File: src/rtl/alu_shift_stage_if.sv
// alu_shift_stage_if: request/result bundle between EX-stage control and the shift stage.
//   start      - request strobe, honoured only when the stage is idle or completing
//   alu_result - operand word from the ALU
//   shift_op   - 00 SLL, 01 SRL, 10 SRA, 11 ROL
//   shamt      - shift amount, 0..2**SHAMT_W-1
//   busy       - stage is shifting
//   done       - one-cycle completion pulse
//   shift_out  - held result word
//   zero       - shift_out == 0
//   carry_out  - last bit shifted/rotated out (0 for a zero shift)
// master: EX-stage control side. slave: the shift stage itself.
interface alu_shift_stage_if #(
  parameter int unsigned WIDTH   = 16,
  parameter int unsigned SHAMT_W = 4
);
  logic               start;
  logic [WIDTH-1:0]   alu_result;
  logic [1:0]         shift_op;
  logic [SHAMT_W-1:0] shamt;
  logic               busy;
  logic               done;
  logic [WIDTH-1:0]   shift_out;
  logic               zero;
  logic               carry_out;

  modport master (
    output start, alu_result, shift_op, shamt,
    input  busy, done, shift_out, zero, carry_out
  );

  modport slave (
    input  start, alu_result, shift_op, shamt,
    output busy, done, shift_out, zero, carry_out
  );
endinterface

File: src/rtl/alu_shift_stage.sv
// alu_shift_stage: multi-cycle shifter behind the ALU, one bit position per clock.
// Supports SLL/SRL/SRA/ROL. A request captured at edge k with shamt N completes with done
// high in the cycle after edge k+N (N=0 completes right after edge k).
// Ports:
//   clk - rising-edge clock
//   rst - asynchronous active-high reset; discards any in-flight shift
//   bus - alu_shift_stage_if slave modport (start/operand in, busy/done/result out)
module alu_shift_stage #(
  parameter int unsigned WIDTH   = 16,
  parameter int unsigned SHAMT_W = 4
) (
  input logic               clk,
  input logic               rst,
  alu_shift_stage_if.slave  bus
);

  localparam logic [1:0] OpSll = 2'b00;
  localparam logic [1:0] OpSrl = 2'b01;
  localparam logic [1:0] OpSra = 2'b10;
  localparam logic [1:0] OpRol = 2'b11;

  typedef enum logic [1:0] {StIdle, StShift, StDone} state_e;

  state_e             state_q;
  logic [WIDTH-1:0]   work_q;
  logic [1:0]         op_q;
  logic [SHAMT_W-1:0] count_q;
  logic               busy_q;
  logic               done_q;
  logic [WIDTH-1:0]   shift_out_q;
  logic               carry_q;

  // One-position step of the working operand and the bit that leaves it.
  logic [WIDTH-1:0]   step_w;
  logic               step_bit;

  always_comb begin
    step_w   = work_q;
    step_bit = 1'b0;
    unique case (op_q)
      OpSll: begin
        step_w   = {work_q[WIDTH-2:0], 1'b0};
        step_bit = work_q[WIDTH-1];
      end
      OpSrl: begin
        step_w   = {1'b0, work_q[WIDTH-1:1]};
        step_bit = work_q[0];
      end
      OpSra: begin
        step_w   = {work_q[WIDTH-1], work_q[WIDTH-1:1]};
        step_bit = work_q[0];
      end
      OpRol: begin
        step_w   = {work_q[WIDTH-2:0], work_q[WIDTH-1]};
        step_bit = work_q[WIDTH-1];
      end
      default: ;
    endcase
  end

  always_ff @(posedge clk or posedge rst) begin
    if (rst) begin
      state_q     <= StIdle;
      work_q      <= '0;
      op_q        <= 2'b00;
      count_q     <= '0;
      busy_q      <= 1'b0;
      done_q      <= 1'b0;
      shift_out_q <= '0;
      carry_q     <= 1'b0;
    end else begin
      unique case (state_q)
        StIdle, StDone: begin
          if (bus.start) begin
            work_q  <= bus.alu_result;
            op_q    <= bus.shift_op;
            count_q <= bus.shamt;
            if (bus.shamt == '0) begin
              // Zero shift: pass the operand straight through, nothing shifted out.
              shift_out_q <= bus.alu_result;
              carry_q     <= 1'b0;
              state_q     <= StDone;
              busy_q      <= 1'b0;
              done_q      <= 1'b1;
            end else begin
              state_q <= StShift;
              busy_q  <= 1'b1;
              done_q  <= 1'b0;
            end
          end else begin
            state_q <= StIdle;
            busy_q  <= 1'b0;
            done_q  <= 1'b0;
          end
        end
        StShift: begin
          // start is ignored here; inputs may change freely while shifting.
          work_q  <= step_w;
          count_q <= count_q - 1'b1;
          if (count_q == SHAMT_W'(1)) begin
            shift_out_q <= step_w;
            carry_q     <= step_bit;
            state_q     <= StDone;
            busy_q      <= 1'b0;
            done_q      <= 1'b1;
          end
        end
        default: begin
          state_q <= StIdle;
          busy_q  <= 1'b0;
          done_q  <= 1'b0;
        end
      endcase
    end
  end

  assign bus.busy      = busy_q;
  assign bus.done      = done_q;
  assign bus.shift_out = shift_out_q;
  assign bus.carry_out = carry_q;
  assign bus.zero      = (shift_out_q == '0);

endmodule

File: src/flat_wrapper.sv
// flat-port wrapper written by rule: the top's interface ports become plain ports
module alu_shift_stage_flat 
#(
  parameter int unsigned WIDTH   = 16,
  parameter int unsigned SHAMT_W = 4
)
  (clk, rst, bus_start, bus_alu_result, bus_shift_op, bus_shamt, bus_busy, bus_done, bus_shift_out, bus_zero, bus_carry_out);
  alu_shift_stage_if #(.WIDTH(WIDTH), .SHAMT_W(SHAMT_W)) bus_i ();
  input logic clk;
  input logic rst;
  input wire logic [$bits(bus_i.start)-1:0] bus_start;
  input wire logic [$bits(bus_i.alu_result)-1:0] bus_alu_result;
  input wire logic [$bits(bus_i.shift_op)-1:0] bus_shift_op;
  input wire logic [$bits(bus_i.shamt)-1:0] bus_shamt;
  output wire logic [$bits(bus_i.busy)-1:0] bus_busy;
  output wire logic [$bits(bus_i.done)-1:0] bus_done;
  output wire logic [$bits(bus_i.shift_out)-1:0] bus_shift_out;
  output wire logic [$bits(bus_i.zero)-1:0] bus_zero;
  output wire logic [$bits(bus_i.carry_out)-1:0] bus_carry_out;
  assign bus_i.start = bus_start;
  assign bus_i.alu_result = bus_alu_result;
  assign bus_i.shift_op = bus_shift_op;
  assign bus_i.shamt = bus_shamt;
  assign bus_busy = bus_i.busy;
  assign bus_done = bus_i.done;
  assign bus_shift_out = bus_i.shift_out;
  assign bus_zero = bus_i.zero;
  assign bus_carry_out = bus_i.carry_out;
  alu_shift_stage #(.WIDTH(WIDTH), .SHAMT_W(SHAMT_W)) u_core (.clk(clk), .rst(rst), .bus(bus_i));
endmodule
File: config.mk
export PLATFORM = sky130hd
export DESIGN_NAME = alu_shift_stage_flat
export DESIGN_NICKNAME = d
export VERILOG_FILES = /design/src/rtl/alu_shift_stage_if.sv /design/src/rtl/alu_shift_stage.sv /design/src/flat_wrapper.sv
export SDC_FILE = /design/constraint.sdc
export NUM_CORES = 1
export LEC_CHECK = 0
export CAP_MARGIN = 20
export CORE_MARGIN = 2
export CORE_UTILIZATION = 50
export CTS_BUF_LIST = sky130_fd_sc_hd__clkbuf_8
export DETAILED_ROUTE_END_ITERATION = 7
export PLACE_DENSITY = 0.75
export SETUP_SLACK_MARGIN = 0.05
export SLEW_MARGIN = 10
export SYNTH_ARGS = -nofsm -noshare
export SYNTH_HDL_FRONTEND = slang
export SYNTH_SLANG_ARGS = --single-unit
File: constraint.sdc
create_clock -name clk -period 4.24 [get_ports clk]
set_input_delay 0.636 -clock clk [delete_from_list [all_inputs] [get_ports clk]]
set_output_delay 0.636 -clock clk [all_outputs]
set_load 0.005 [all_outputs]
## Yosys cells after proc, flatten, opt, wreduce, memory -nomap -nowiden

Cells that the tools add are included.
W data, S select, Z words.

- Add/sub/neg operators: 1
- Eq/ne operators: 9
- Mux-type cells: 26
- Reduce and logical (&&, ||, !) cells: 11

Operator list:

| operator | count |
|---|---|
| $mux W16 | 4 |
| $pmux W16 S2 | 2 |
| $pmux W16 S4 | 1 |
| $logic_not A16 Y1 | 1 |
| $mux W1 | 9 |
| $pmux W1 S2 | 4 |
| $pmux W4 S2 | 1 |
| $eq A2 B2 Y1 const B | 3 |
| $mux W2 | 3 |
| $reduce_or A2 Y1 | 3 |
| $eq A2 B1 Y1 const B | 2 |
| $eq A4 B1 Y1 const B | 1 |
| $logic_not A2 Y1 | 2 |
| $logic_not A4 Y1 | 1 |
| $mux W4 | 1 |
| $ne A2 B1 Y1 const B | 2 |
| $pmux W2 S2 | 1 |
| $reduce_and A2 Y1 | 2 |
| $reduce_and A4 Y1 | 1 |
| $sub A4 B1 Y4 const B | 1 |
| $ne A2 B2 Y1 const B | 1 |
| $reduce_bool A2 Y1 | 1 |

- Register bits after elaboration: 43
- Input bits: 25
- Output and inout bits: 20
- Logic and storage cells: 55

## Longest topological paths before layout

- Word-level depth: 5
- Depth in mapped cells: 8
- Gate-level depth less buffers: 6

## Worst setup path after synthesis

Ideal clock, no wire load.

- Path kind: input to register
- From: in bus_shamt[2]
- To: reg u_core.shift_out_q[0] (netlist: u_core.bus.shift_out[0])
- Library setup time: 125 ps
- Data arrival time: 1761 ps
- Required time: 4115 ps
- Slack: 2354 ps
- Stages on the path: 5
- Path buffers: 1
- Cells stage by stage: nor4_1 -> nor2_1 -> nor2_8 -> buf_8 -> mux2_4

- Longest elaborated chain between the ends: 3

Ends and longest elaborated chain:

| item | RTL line | RTL |
|---|---|---|
| start, declared | flat_wrapper.sv:14 | `input wire logic [$bits(bus_i.shamt)-1:0] bus_shamt;` |
| $logic_not A4 Y1 | alu_shift_stage.sv:78 | `if (bus.shamt == '0) begin` |
| $ne A2 B1 Y1 (no line) | -- |  |
| $reduce_and A4 Y1 (no line) | -- |  |
| end signal, assigned | alu_shift_stage.sv:80 | `shift_out_q <= bus.alu_result;` |
| end signal, assigned | alu_shift_stage.sv:101 | `shift_out_q <= step_w;` |
| end, declared | alu_shift_stage.sv:30 | `logic [WIDTH-1:0] shift_out_q;` |

Every way passes these cells.
A chain may end at the register's enable or synchronous reset.

## Worst setup path in the final report

- From: reg u_core.shift_out_q[14] (netlist: u_core.bus.shift_out[14])
- To: out bus_zero

- Longest elaborated chain between the ends: 1

Ends and longest elaborated chain:

| item | RTL line | RTL |
|---|---|---|
| $logic_not A16 Y1 | alu_shift_stage.sv:121 | `assign bus.zero = (shift_out_q == '0);` |
| end, declared | flat_wrapper.sv:18 | `output wire logic [$bits(bus_i.zero)-1:0] bus_zero;` |

Every way passes these cells.

==> flow_metrics.py <==
metrics = {
    "cts": {
        "clkSinkCount": 41,
        "hold_buffers": 0,
        "clockBufferDepth": 2,
        "post_cts_resize_count": 0,
        "root_buffer": "clkbuf_8",
        "htreeDepth": 2,
        "cts_setup_buffers": 0,
        "cts_tree": "yes",
        "cts_made_buffers": 5,
        "clk_pin_slew_worst_paths_ns": 0.09,
        "clkLatencyLatePin_ns": 0.30,
    },
    "synth": {
        "syn_inst": 182,
        "ys_seq_area_frac": 0.478,
        "synthDistinctLibCells": 39,
        "async_reset_ff_frac": 1.00,
        "synth_edf_count": 0,
        "synth-main-ff-cell": "dfrtp_1",
        "netlist_area_um2": 2140,
        "synth.avg_cell_area_um2": 11.8,
        "ys_ff_latch": 41,
        "syn-num-nets": 213,
        "synth_warnings": 0,
    },
    "sta": {
        "relSlewSlack": 0.433,
        "tightest_slew_ns": 0.851,
        "setup_ws_ns": 1.62,
        "tns_ns": 0,
        "rsz0062_at_grt": "no",
        "max_freq_mhz": 381,
        "finalCriticalPeriod_ns": 2.62,
        "fin_worst_skew_ns": 0.0105,
        "finalHoldViolCount": 0,
        "slew_violations": 0,
        "min_period_over_period": 0.618,
        "finalSetupViolations": 0,
    },
    "power": {
        "switchingPower_uw": 856,
        "p_comb_frac": 0.509,
        "powerDensity_nw_per_um2": 853,
        "clkPwrFrac": 0.159,
        "total_leakage_power_uw": 0.00118,
        "intPower_uw": 1490,
        "vdd_drop_max_v": 0.000397,
        "p_sw_frac": 0.365,
        "seq_power_share": 0.332,
        "fin_total_pwr_uw": 2350,
    },
    "grt": {
        "gr-usage-met3": 0.0392,
        "gr-usage-all-layers": 0.211,
        "grtUsageMet1": 0.281,
        "first_global_vias": 1625,
        "grt_max_degree": 29,
        "busiest_layer": "met2",
        "gr-total-overflow": 0,
        "grt_use_met2": 0.347,
        "grt_first_pass_wirelength_um": 8090,
        "antenna_found_initial": 0,
    },
    "worst_setup_path": {
        "crit_fanout": 3,
        "r2r_cells": 3,
        "r2r-start": "u_core.state_q[0]",
        "r2r_setup_slack_ns": 2.09,
        "crit_arrival_ns": 1.99,
        "crit_end": "bus_zero",
        "crit_required_ns": 3.60,
        "r2r_end": "u_core.work_q[12]",
        "worst_setup_path_end_kind": "output pin",
        "crit_start": "u_core.bus.shift_out[14]",
        "worstSetupStartpointType": "flip-flop",
        "critPathKind": "reg -> out",
    },
    "final_layout": {
        "final_cell_area_um2": 2750,
        "finalNonFillerCells": 278,
        "drive_gt1_frac": 0.228,
        "fin_nets": 258,
        "final_cell_mix": "clkdlybuf4s50_1, dfrtp_1, nor2_1, mux2_2, a221oi_1",
        "diodes": 0,
        "syn2layout_area_growth_pct": 28.4,
        "layout.cells.most_common": "clkdlybuf4s50_1",
    },
    "drt": {
        "drc": 0,
        "viasPerCell": 5.60,
        "wire_per_inst_um": 17.1,
        "postRouteAntennaNets": 0,
        "drtIter0Drc": 90,
        "vias": 1557,
        "drtPass1Iterations": 4,
        "wirelength_um": 4770,
    },
    "placed_design": {
        "io_buffers": 44,
        "place_area_um2": 2590,
        "place_inst": 269,
        "dp_slack_ns": 1.73,
        "dpl.hpwl_um": 3210,
        "gp_congestion": 0.756,
    },
    "flow_run": {
        "maxCapViolations": 0,
    },
    "floorplanning": {
        "num_rows": 23,
        "coreArea_um2": 4060,
        "ioPinCount": 45,
        "die_x_um": 69.5,
        "die-area_um2": 4830,
        "die_y_um": 69.5,
        "start_util": 0.529,
    },
    "min_path": {
        "hold_path.class": "reg -> reg",
    },
    "run_status": {
        "status": "complete, no violations",
    },
}
[sequential cells by signal, indices dropped and copies added (netlist names)]
register              flops
u_core.bus.done           1
u_core.bus.shift_out     16
u_core.work_q            16
u_core.bus.carry_out      1
u_core.op_q               2
u_core.count_q            4
u_core.state_q            1
[through the flow]
step / util / hold slack (ns)
6_report: 0.678 / 0.502
5_1_grt: 0.678 / 0.522
4_1_cts: 0.672 / 0.503
3_5_place_dp: 0.639 / 0.493
3_3_place_gp: 0.639 / 0.489
2_1_floorplan: - / 0.459
[power groups by stage]
stage,clock network [uW],registers [uW],logic [uW]
5_1_grt,402,810,1310
4_1_cts,379,777,1200
6_report,373,780,1200
3_3_place_gp,0,772,1170
2_1_floorplan,0,742,890
3_5_place_dp,0,781,1190
[critical path, cell delays in order, from the launching register on]
cell,delay (ns)
dfrtp_1,0.41
nor4_1,0.51
and4_1,0.27
clkdlybuf4s50_1,0.50
[Yosys cell counts, drive strengths merged (3+ instances only)]
| library cell | n | area, um^2 |
|---|---|---|
| dfrtp | 41 | 1030 |
| mux2 | 33 | 405 |
| nor2 | 32 | 136 |
| a221oi | 14 | 135 |
| nand2 | 8 | 32.5 |
| buf | 6 | 48.8 |
| ha | 6 | 75.1 |
| inv | 6 | 22.5 |
| nor4 | 5 | 31.3 |
| o21ai | 4 | 20.0 |
| a21oi | 3 | 26.3 |
| clkbuf | 3 | 22.5 |
| nand2b | 3 | 18.8 |
[cells by family after synthesis]
group	count (synthesis)	share of synthesized area
AO/OA/AOI/OAI	29	0.118
flip-flops	41	0.478
adder cells (fa/ha/maj)	6	0.0350
multiplexers	34	0.194
buffers and inverters	15	0.0437
AND/OR/NAND/NOR	57	0.131
[area by class of cell]
cell class	instances	area [um^2]
clock inverters	3	65.1
flip-flops and latches	41	1030
inverters	6	22.5
multi-input cells	126	1020
well taps	50	62.6
fillers	305	1310
repair buffers	47	483
clock buffers	5	68.8
[worst min-delay path by stage]
stage,from,end,slack (ns),depth (start not counted)
finish,u_core.count_q[3],u_core.count_q[3],0.50,1
detailed placement,u_core.count_q[3],u_core.count_q[3],0.49,1
global placement,u_core.count_q[3],u_core.count_q[3],0.49,1
global route,u_core.count_q[3],u_core.count_q[3],0.52,1
CTS,u_core.count_q[3],u_core.count_q[3],0.50,1
floorplan,u_core.count_q[3],u_core.count_q[3],0.46,1
[layer usage]
| layer | vias to the layer above | routed length, um |
|---|---|---|
| met1 | 769 | 2210 |
| li1 | 749 | - |
| met5 | - | 0 |
| met4 | 0 | 66 |
| met2 | 33 | 2320 |
| met3 | 6 | 175 |
No activity file was read; power rests on OpenSTA's default activity.
